`config.mk`:
```
export PLATFORM = sky130hd
export DESIGN_NAME = systolic_feeder
export DESIGN_NICKNAME = d
export VERILOG_FILES = /design/src/rtl/systolic_feeder.sv
export SDC_FILE = /design/constraint.sdc
export NUM_CORES = 1
export LEC_CHECK = 0
export CORE_ASPECT_RATIO = 1.2
export CORE_UTILIZATION = 59
export CTS_CLUSTER_SIZE = 16
export DETAILED_ROUTE_END_ITERATION = 16
export GPL_ROUTABILITY_DRIVEN = 1
export GPL_TIMING_DRIVEN = 1
export HOLD_SLACK_MARGIN = 0.02
export MAX_ROUTING_LAYER = met4
export PLACE_DENSITY = 0.81
export SLEW_MARGIN = 20
export SYNTH_ARGS = -nofsm -noshare
export SYNTH_HDL_FRONTEND = slang
export SYNTH_SLANG_ARGS = --single-unit
export TNS_END_PERCENT = 10
```
`constraint.sdc`:
```
create_clock -name clk -period 12.7 [get_ports clk]
set_clock_uncertainty 0.1 [all_clocks]
set_input_delay 3.175 -clock clk [delete_from_list [all_inputs] [get_ports clk]]
set_output_delay 3.175 -clock clk [all_outputs]
set_load 0.01 [all_outputs]
```
`src/rtl/systolic_feeder.sv`:
```
// Skewed operand feeder for one systolic-array edge: buffers up to DEPTH vectors and
// streams them with lane i delayed i cycles. Optional job replay: SYSTOLIC_FEEDER_REPLAY_EN.
module systolic_feeder #(
    parameter int LANES = 4,
    parameter int DW    = 32,
    parameter int DEPTH = 8
) (
    input  logic                  clk,
    input  logic                  rst,
    input  logic                  wr_valid,
    output logic                  wr_ready,
    input  logic [LANES*DW-1:0]   wr_data,
    input  logic                  start,
    output logic                  busy,
    output logic                  done,
    output logic [LANES*DW-1:0]   lane_out,
    output logic [LANES-1:0]      lane_valid
);

    localparam int AW = $clog2(DEPTH);
    localparam int CW = AW + 1;
    localparam int SW = $clog2(DEPTH + LANES) + 1;

    typedef enum logic {S_IDLE, S_STREAM} state_t;

    state_t                r_state;
    logic [CW-1:0]         r_count;
    logic [SW-1:0]         r_step;
    logic [LANES*DW-1:0]   r_mem [DEPTH];
    logic                  r_busy;
    logic                  r_done;
    logic [LANES*DW-1:0]   r_lane_out;
    logic [LANES-1:0]      r_lane_valid;

    logic                  w_wr_ready;
    logic                  w_start_ok;
    logic                  w_clear;
    logic                  w_wr_en;
    logic                  w_last;
    logic [SW-1:0]         w_step_sel;
    logic [LANES*DW-1:0]   w_lane_out;
    logic [LANES-1:0]      w_lane_valid;

    // Gating with start guarantees a write and a job launch never share an edge.
    assign w_wr_ready = !rst && (r_state == S_IDLE) && (r_count < CW'(DEPTH)) && !start;
    assign w_start_ok = (r_state == S_IDLE) && start && (r_count != '0);

`ifdef SYSTOLIC_FEEDER_REPLAY_EN
    // A write offered in the done cycle empties the retained job instead of appending.
    assign w_clear = r_done && wr_valid && !start;
`else
    assign w_clear = 1'b0;
`endif

    assign w_wr_en    = wr_valid && w_wr_ready && !w_clear;
    assign w_last     = (r_step == SW'(r_count) + SW'(LANES - 1));
    assign w_step_sel = (r_state == S_IDLE) ? '0 : r_step;

    // Lane i shows element i of vector (step - i) while that vector index is in range.
    always_comb begin
        logic [SW-1:0] v;
        // NOTE: every comb output gets a default first so no path leaves it unassigned (no latch).
        v            = '0;
        w_lane_out   = '0;
        w_lane_valid = '0;
        for (int i = 0; i < LANES; i++) begin
            if (w_step_sel >= SW'(i)) begin
                v = w_step_sel - SW'(i);
                if (v < SW'(r_count)) begin
                    w_lane_out[i*DW +: DW] = r_mem[v[AW-1:0]][i*DW +: DW];
                    w_lane_valid[i]        = 1'b1;
                end
            end
        end
    end

    // NOTE: the vector buffer carries no reset; r_count alone decides which entries are live.
    always_ff @(posedge clk) begin
        if (w_wr_en) begin
            r_mem[r_count[AW-1:0]] <= wr_data;
        end
    end

    always_ff @(posedge clk or posedge rst) begin
        if (rst) begin
            r_state      <= S_IDLE;
            r_count      <= '0;
            r_step       <= '0;
            r_busy       <= 1'b0;
            r_done       <= 1'b0;
            r_lane_out   <= '0;
            r_lane_valid <= '0;
        end else begin
            r_done <= 1'b0;
            case (r_state)
                S_IDLE: begin
                    if (w_start_ok) begin
                        r_state      <= S_STREAM;
                        r_busy       <= 1'b1;
                        r_step       <= SW'(1);
                        r_lane_out   <= w_lane_out;
                        r_lane_valid <= w_lane_valid;
                    end else if (w_clear) begin
                        r_count <= '0;
                    end else if (w_wr_en) begin
                        r_count <= r_count + CW'(1);
                    end
                end
                S_STREAM: begin
                    if (w_last) begin
                        r_state      <= S_IDLE;
                        r_busy       <= 1'b0;
                        r_done       <= 1'b1;
                        r_step       <= '0;
                        r_lane_out   <= '0;
                        r_lane_valid <= '0;
`ifndef SYSTOLIC_FEEDER_REPLAY_EN
                        r_count      <= '0;
`endif
                    end else begin
                        r_step       <= r_step + SW'(1);
                        r_lane_out   <= w_lane_out;
                        r_lane_valid <= w_lane_valid;
                    end
                end
                default: r_state <= S_IDLE;
            endcase
        end
    end

    assign wr_ready   = w_wr_ready;
    assign busy       = r_busy;
    assign done       = r_done;
    assign lane_out   = r_lane_out;
    assign lane_valid = r_lane_valid;

endmodule

```
# Word level (Yosys, flattened, before mapping)
# Memory sizes are Yosys's and may differ from the RTL's.
# Cells that the tools add are included.
[word_totals] mem_bits_rw=1024 mem_bits_ro=0 reg_bits=144 latchBits=0 out_inout_bits=135 n_memories=1
[classes] multipliers=0 n_addsub=6 reduce_logical=11 muxes=40 eq_ne=5 bitwise_logic=1 shift=0 n_div=0 order_cmp=9
[mem_list] name="r_mem" words=8 width=128 read_ports=4 rd_ports_with_merged_regs=0 wr=1 line_no="29" rtl="logic [LANES*DW-1:0] r_mem [DEPTH];"
[op_table] op="2-to-1 mux 128 bit" n=2
[op_table] op="2-to-1 mux 32 bit" n=8
[op_table] op="case mux 128 bit (2 select lines)" n=1
[op_table] op="< comparator 5 x 4 -> 1 bit" n=4
[op_table] op="2-to-1 mux 4 bit" n=5
[op_table] op="2-to-1 mux 1 bit" n=16
[op_table] op="case mux 4 bit (2 select lines)" n=2
[op_table] op="2-to-1 mux 5 bit" n=3
[op_table] op=">= comparator 5 x 1 -> 1 bit, second input constant" n=2
[op_table] op=">= comparator 5 x 2 -> 1 bit, second input constant" n=2
[op_table] op="case mux 5 bit (2 select lines)" n=1
[op_table] op="subtractor 5 x 2 -> 5 bit, second input constant" n=2
[op_table] op="logical AND 1 bit" n=6
[op_table] op="!= test 2 bit, second input constant" n=3
[op_table] op="adder 4 x 2 -> 5 bit, second input constant" n=1
[op_table] op="adder 5 x 1 -> 5 bit, second input constant" n=1
[op_table] op="== test 5 bit" n=1
[op_table] op="subtractor 5 x 1 -> 5 bit, second input constant" n=1
[op_table] op="adder 4 x 1 -> 4 bit, second input constant" n=1
[op_table] op="< comparator 4 bit, second input constant" n=1
[op_table] op="case mux 1 bit (2 select lines)" n=2
[op_table] op="nonzero test 4 bit" n=1
[op_table] op="AND reduction 3 bit" n=1
[op_table] op="logical NOT 1 bit" n=2
[op_table] op="other kinds (3)" n=3

# Longest topological paths before layout
# Gate-level depths: netlist (run 1).
[depth] depth_word=8 ltp_mapped=17 depth_no_buf=10

# Worst setup path before layout (run 1)
# No wires, ideal clock.
[synth_timing] kind="input-to-reg" from="in rst" to="mem r_mem[0][0] (netlist bit), enable pin" path_buffers=0 cell_stages=4 arrival_time_ps=12759 required_time_ps=11828 setup_time_ps=772 setup_slack_ps=-931 cell_sequence="nor4_1 -> and2_0 -> nand2_1 -> nor3_1"
[synth_via] elab_chain_cells=7
[synth_lines] item="start: declaration" line_no="9" rtl="input logic rst,"
[synth_lines] item="logical NOT 1 bit (no line)"
[synth_lines] item="logical AND 1 bit (3 in series)" line_no="45" rtl="assign w_wr_ready = !rst && (r_state == S_IDLE) && (r_count < CW'(DEPTH)) && !start;"
[synth_lines] item="logical AND 1 bit" line_no="55" rtl="assign w_wr_en = wr_valid && w_wr_ready && !w_clear;"
[synth_lines] item="2-to-1 mux 1 bit" line_no="79" rtl="if (w_wr_en) begin"
[synth_lines] item="2-to-1 mux 1 bit (not written as such)" line_no="80" rtl="r_mem[r_count[AW-1:0]] <= wr_data;"
[synth_lines] item="end: declaration" line_no="29"
# No other way between the ends.

# Worst setup path after layout (run 1)
[layout_timing] from="in rst" to="out wr_ready"
[layout_via] elab_chain_cells=4
[layout_lines] item="logical NOT 1 bit (no line)"
[layout_lines] item="logical AND 1 bit (3 in series)" line_no="45"
[layout_lines] item="end: declaration" line_no="11" rtl="output logic wr_ready,"
# No other way between the ends.

==> metrics.md, run 1 <==
| Metric | Value |
|---|---|
| Die area | `79000 um^2` |
| Met2 usage | `49.1%` |
| Synth top area cells | `edfxtp_1, dfrtp_1, mux2i_1` |
| Clk pin slew, worst setup/hold paths | `0.06 ns` |
| Dpl hpwl | `62.1 mm` |
| M1 GR Usage | `between 30% and 40%` |
| Power share of the clock group | `~27%` |
| Total power per unit cell area | `225 nW/um^2` |
| Global routing's busiest layer | `met2` |
| DR WL/cell | `26.8 um` |
| Tot GR Track Use | `between 30% and 40%` |
| Dpl cells | `4125` |
| Area growth from synthesis to layout | `15.4%` |
| Pleak | `0.0179 uW` |
| Asr flop ratio synth | `about an eighth` |
| Share of layout cells above drive strength 1 | `under 10%` |
| Yosys top cell area share | `between 60% and 70%` |
| Hold Path Cell Cnt | `1` |
| CP max stage delay | `0.61 ns` |
| Vias in the first global route | `28900` |
| Sequential share of the synthesized area | `between 70% and 80%` |
| FMAX | `about 130 MHz` |
| DR vias/cell | `6.49` |
| Die Span Y | `308 um` |
| Setup WS post-layout | `between 4 and 5 ns` |
| Register-to-Register Path Depth | `12` |
| Setup TNS Final | `0 ns` |
| Top FF cell, synth | `edfxtp_1` |
| Grt total ovfl | `0` |
| Mux contribution to synthesized area | `~4.3%` |
| Worst-Margin Slew | `between 1 and 1.5 ns` |
| Setup bufs post-CTS | `0` |
| # rows | `~110` |
| Worst Path Arrival | `4.69 ns` |
| RSZ-0062 raised after global routing | `no` |
| Routed Wire Length | `117 mm` |
| Setup Slack @ Placement | `around 4.7 ns` |
| Power Internal | `7690 uW` |
| Required @ worst endpoint | `9.43 ns` |
| Mean area per synthesized cell | `~15 um^2` |
| Clock Path Buffers | `3` |
| Yosys warning total | `0` |
| Number of synthesized register bits | `roughly 1200` |
| Worst R2R Start | `r_state$_DFF_PP0_` |
| Crit path max fanout | `2` |
| Root Buffer | `clkbuf_16` |
| Adder-cell share of the synthesized area | `less than 1%` |
| Worst min-delay path class | `reg -> reg` |
| Post-synth top cells | `edfxtp_1, nor2_1, a21oi_1` |
| Post-synthesis instance total | `3009` |
| Die W | `257 um` |
| CTS H-tree lvls | `3` |
| Io pins | `267` |
| Post-synthesis compound-gate area fraction | `approximately an eighth` |
| Combinational fraction of design power | `approximately 34%` |
| Post-Synth XOR/XNOR Area | `less than 1%` |
| Slowest stage cell, crit path | `clkdlybuf4s50_1` |
| Syn Std Cell Area | `~46000 um^2` |
| Seq pwr share | `between 30% and 40%` |
| Most frequent cell after synthesis | `edfxtp_1` |
| DR DRC count | `0` |
| Peak supply drop | `~0.23 mV` |
| Num CTS Buffers | `~110` |
| GP Congestion | `between 0.8 and 0.9` |
| Worst setup path startpoint | `rst` |
| DR vias | `about 28000` |
| Grt met3 use | `about 5.5%` |
| WHS | `~0.38 ns` |
| Final Util | `69.2%` |
| Starting Density | `about three fifths` |
| Worst skew pair latency | `0.69 ns` |
| Post-synth net total | `approximately 3200` |
| Kind of critical path | `in -> out` |
| Non-filler instance count after layout | `around 4400` |
| First-pass GRT wire length | `around 170 mm` |
| Slew HR | `about a quarter` |
| Final Hold Vio Count | `0` |
| Core Box Area | `~77000 um^2` |
| Clock sinks | `1168` |
| Port bufs | `about 270` |
| Hold_buf cts | `0` |
| CTS tree | `done` |
| NetSw | `4260 uW` |
| Detail Route Antenna Nets | `0` |
| Setup-failing EPs final | `0` |
| Most used cell, CP | `clkdlybuf4s50_1` |
| Maximum number of pins on one net before global-route repair | `between 150 and 200` |
| Critical path launch point type | `input port` |
| Crit share post-route | `62.7%` |
| Biggest area consumer among synthesized cells | `edfxtp_1` |
| DR iter-0 viols | `3267` |
| Min-delay src | `lane_valid[3]$_DFFE_PP0P_` |
| Initial DRT Pass Iterations | `5` |
| Delay-heaviest family, CP | `buffers and inverters` |
| Final Net Count | `~3400` |
| Max-Cap Viols | `0` |
| Antenna violations before repair | `26` |
| Largest family of logic cells by synthesized area | `compound AO/OA/AOI/OAI gates` |
| Post-CTS Resized | `0` |
| Synth cell types | `78` |
| Bufs and invs on worst path | `2` |
| EDFF count, synth | `1024` |
| Crit. path cell count | `3` |
| Worst-path cell chain | `clkdlybuf4s50_1 -> nor4_1 -> clkdlybuf4s50_1` |
| Minimum clock period | `around 8 ns` |
| Crit. End Element | `output pin` |
| Status | `finished clean` |
| Simple-gate portion of the synthesized area | `between 5 and 6%` |
| Sw Share | `between 30% and 40%` |
| Slew Limit Fails | `0` |
## power groups by stage
| stage | Sequential, uW | Clock [uW] | Combinational (uW) |
|---|---|---|---|
| floorplan | 4560 | 0 | 2810 |
| global placement | 4660 | 0 | 3830 |
| detailed placement | 4660 | 0 | 3970 |
| CTS | 4590 | 3260 | 4030 |
| finish | 4590 | 3250 | 4120 |
| global route | 4600 | 3420 | 4390 |
## metrics by stage
| step | instance area, um^2 | power (uW) |
|---|---|---|
| floorplan | 45900 | 7360 |
| global placement | 49300 | 8480 |
| detailed placement | 49300 | 8640 |
| CTS | 52900 | 11900 |
| global route | 53000 | 12400 |
| finish | 53000 | 12000 |
## registers in the layout, indices dropped and copies added (netlist names)
| name | cells |
|---|---|
| lane_out | 128 |
| r_step | 5 |
| done | 1 |
| busy | 1 |
| lane_valid | 4 |
| r_mem | 1024 |
| r_count | 4 |
| r_state | 1 |
## cell usage in the layout, fill, tap and decap left out, types with 15 or more instances in the layout
master           synthesis  layout
edfxtp_1              1024    1024
clkdlybuf4s50_1          0     266
nor2_1                 249     241
a21oi_1                164     164
o21ai_0                162     162
nand2_1                160     159
dfrtp_1                144     140
mux2i_1                127     126
clkbuf_16                0     106
o22ai_1                101     101
nor2b_1                100      98
a211oi_1                98      98
a22oi_1                 74      74
buf_4                   21      45
nand4_1                 32      32
mux2_2                  29      29
diode_2                  0      26
o221ai_1                26      26
clkbuf_1               101      26
a21o_1                  21      21
a22o_1                  21      21
o22a_1                  20      20
clkinv_2                 0      20
clkinv_1                 0      17
o21ai_1                 18      17
mux4_2                  16      16
o211a_1                 15      15
ha_1                    15      15
## cell type report
class	count	area (um^2)
Antenna cell	26	65.1
Clock buffer	142	2890
Clock inverter	57	667
Fill cell	4736	23600
Inverter	16	70.1
Multi-Input combinational cell	1611	10600
Sequential cell	1168	34400
Tap cell	1017	1270
Timing Repair Buffer	316	3090
## cell families after synthesis
logic type	after synthesis
muxes	172
AOI/OAI and AO/OA	826
and+or+nand+nor	588
DFF	1168
xor gates and xnor gates	10
adders and majority gates	15
buffers and inverters	230
## path summary, 6_finish.rpt
path | end | slack (ns)
setup / recovery | wr_ready | 4.73
hold / removal | lane_valid[3]$_DFFE_PP0P_ | 0.38
setup reg to reg | lane_out[94]$_DFFE_PP0P_ | 6.59
hold reg to reg | lane_valid[3]$_DFFE_PP0P_ | 0.38
max in group asynchronous | lane_out[6]$_DFFE_PP0P_ | 8.09
min in group asynchronous | lane_out[110]$_DFFE_PP0P_ | 2.94
## per-layer routing
| metal | routed length (um) | up-vias |
|---|---|---|
| li1 | - | 12100 |
| met1 | 42500 | 14100 |
| met2 | 58600 | 1741 |
| met3 | 11000 | 254 |
| met4 | 4470 | 0 |
| met5 | 0 | - |
No activity file was read; power rests on OpenSTA's default activity.
==> inputs of run 2 (changes only) <==
==> constraint.sdc (replaced) <==
create_clock -name clk -period 7.4 [get_ports clk]
set_clock_uncertainty 0.1 [all_clocks]
set_input_delay 1.85 -clock clk [delete_from_list [all_inputs] [get_ports clk]]
set_output_delay 1.85 -clock clk [all_outputs]
set_load 0.01 [all_outputs]
==> metrics.md, run 2 (synthesis results as in run 1) <==
| Metric | Value |
|---|---|
| Status | `finished clean` |
| Final Hold Vio Count | `0 (unchanged)` |
| DR iter-0 viols | `3654 (+12%)` |
| Root Buffer | `clkbuf_16` |
| Setup bufs post-CTS | `0 (unchanged)` |
| Final Net Count | `3364 (-0.030%)` |
| Crit. End Element | `output pin` |
| Dpl hpwl | `62.8 mm (+1.2%)` |
| Pleak | `0.0180 uW (+0.40%)` |
| Max reg flops | `1024 (unchanged)` |
| Slew Limit Fails | `0 (unchanged)` |
| Seq pwr share | `38.4% (about the same)` |
| Post-CTS Resized | `0 (unchanged)` |
| Combinational fraction of design power | `34.0% (-0.4 points)` |
| Vias in the first global route | `29200 (+1.0%)` |
| FMAX | `186 MHz` |
| Clock Path Buffers | `3 (unchanged)` |
| Io pins | `267 (unchanged)` |
| DR DRC count | `0 (unchanged)` |
| Total power per unit cell area | `389 nW/um^2 (+73%)` |
| DR vias/cell | `6.55 (+0.95%)` |
| Worst Path Arrival | `3.43 ns (-1.26 ns)` |
| Initial DRT Pass Iterations | `6 (+1)` |
| Tot GR Track Use | `30.1% (about the same)` |
| Crit path max fanout | `2 (unchanged)` |
| GP Congestion | `0.871 (+6.4%)` |
| Routed Wire Length | `115 mm (-1.0%)` |
| Worst skew pair latency | `0.69 ns (about the same)` |
| Die Span Y | `308 um (unchanged)` |
| Worst min-delay path class | `reg -> reg` |
| Commonest non-fill, non-tap cell in the layout | `edfxtp_1` |
| Overall Power | `20700 uW (+73%)` |
| Final Util | `69.4% (+0.21 points)` |
| Clock sinks | `1168 (unchanged)` |
| Worst-path cell chain | `clkdlybuf4s50_1 -> nor4_1 -> clkdlybuf4s50_1` |
| Port bufs | `266 (unchanged)` |
| Most used cell, CP | `clkdlybuf4s50_1` |
| Power Internal | `13400 uW (+75%)` |
| Setup-failing EPs final | `0 (unchanged)` |
| Power share of the clock group | `27.6% (+0.4 points)` |
| CTS tree | `done` |
| Antenna violations before repair | `19 (-27%)` |
| Die W | `257 um (unchanged)` |
| Core Box Area | `76700 um^2 (unchanged)` |
| Maximum number of pins on one net before global-route repair | `129 (-21%)` |
| Bufs and invs on worst path | `2 (unchanged)` |
| DR WL/cell | `26.6 um (-0.77%)` |
| Grt total ovfl | `0 (unchanged)` |
| Hold_buf cts | `0 (unchanged)` |
| CTS H-tree lvls | `3 (unchanged)` |
| Crit share post-route | `between 70 and 80%` |
| RSZ-0062 raised after global routing | `no` |
| Delay-heaviest family, CP | `buffers and inverters` |
| DR vias | `28500 (+0.72%)` |
| Slew HR | `23.7% (-0.47 points)` |
| Required @ worst endpoint | `5.45 ns (-3.98 ns)` |
| # rows | `111 (unchanged)` |
| Fillers | `4701 (-0.74%)` |
| NetSw | `7280 uW (+71%)` |
| Slowest stage cell, crit path | `clkdlybuf4s50_1` |
| Share of layout cells above drive strength 1 | `9.86% (+0.34 points)` |
| First-pass GRT wire length | `173 mm (+0.61%)` |
| Area growth from synthesis to layout | `15.8%` |
| Detail Route Antenna Nets | `0 (unchanged)` |
| Most frequent cells in the layout | `edfxtp_1, clkdlybuf4s50_1, nor2_1` |
| Peak supply drop | `0.282 mV (+22%)` |
| Critical path launch point type | `input port` |
| Max-Cap Viols | `0 (unchanged)` |
| Num CTS Buffers | `105 (unchanged)` |
| Worst-Margin Slew | `1.14 ns (+0.00711 ns)` |
| Kind of critical path | `in -> out` |
| Sw Share | `35.2% (-0.51 points)` |
| Starting Density | `59.9% (unchanged)` |
| Clk pin slew, worst setup/hold paths | `0.06 ns (about the same)` |
| CP max stage delay | `0.63 ns (+0.02 ns)` |
| Minimum clock period | `5.38 ns` |
| Die area | `79000 um^2 (unchanged)` |
| Setup TNS Final | `0 ns (unchanged)` |
## run 2: changes by cell type in the layout (fill, tap and decap cells not counted), sizes merged
cell	before	now
bufinv	12	15
buf	50	49
clkinvlp	2	5
diode	26	19
clkinv	40	36
inv	19	15
## run 2: area by class of cell
class	count	area (um^2)	share of cell area [%]
Antenna cell	19	47.5	0.0894
Clock buffer	142	2990	5.62
Clock inverter	55	672	1.26
Inverter	16	71.3	0.134
Multi-Input combinational cell	1611	10600	19.9
Sequential cell	1168	34400	64.6
Tap cell	1017	1270	2.39
Timing Repair Buffer	315	3150	5.93
## run 2: power by group through the flow
stage          Sequential, uW  Combinational, uW  Clock, uW
3_3_place_gp             8060               6470          0
3_5_place_dp             8070               6800          0
2_1_floorplan            7820               4820          0
4_1_cts                  7940               6890       5720
6_report                 7960               7030       5710
5_1_grt                  7980               7510       5960
## run 2: tightest hold or removal path, stage by stage, from the launching register on
cell and delay (ns):
dfrtp_1 0.34, nand2_1 0.04, o21ai_0 0.06
## run 2: path summary, 6_finish.rpt
check                                       endpoint  slack, ns  depth (start not counted)                     start
min in group asynchronous   lane_out[89]$_DFFE_PP0P_       1.68                          2                       rst
hold / removal              lane_out[70]$_DFFE_PP0P_       0.38                          2  lane_out[70]$_DFFE_PP0P_
hold reg to reg             lane_out[70]$_DFFE_PP0P_       0.38                          2  lane_out[70]$_DFFE_PP0P_
setup reg to reg           lane_out[100]$_DFFE_PP0P_       2.70                         12     r_step[0]$_DFFE_PP0P_
max in group asynchronous          r_state$_DFF_PP0_       4.08                          3                       rst
setup / recovery                            wr_ready       2.02                          3                       rst
## run 2: per-stage QoR
| step | hold slack, ns | instances | cell area, um^2 | setup slack [ns] |
|---|---|---|---|---|
| global placement | 0.359 | 4123 | 49400 | 2.08 |
| finish | 0.381 | 4343 | 53200 | 2.02 |
| floorplan | 0.403 | 3009 | 45900 | -1.47 |
| detailed placement | 0.373 | 4125 | 49400 | 1.96 |
| global route | 0.409 | 4343 | 53200 | 1.97 |
| CTS | 0.384 | 4322 | 53100 | 2.01 |
## run 2: routing by layer
layer | routed length [um] | track usage, % | part of all wire, % | vias up
li1 | - | - | - | 12100
met1 | 42500 | 36.6 | 37 | 14300
met2 | 58000 | 49.0 | 50 | 1809
met3 | 10600 | 5.32 | 9.2 | 258
met4 | 4320 | 14.4 | 3.7 | 0
met5 | 0 | - | 0 | -
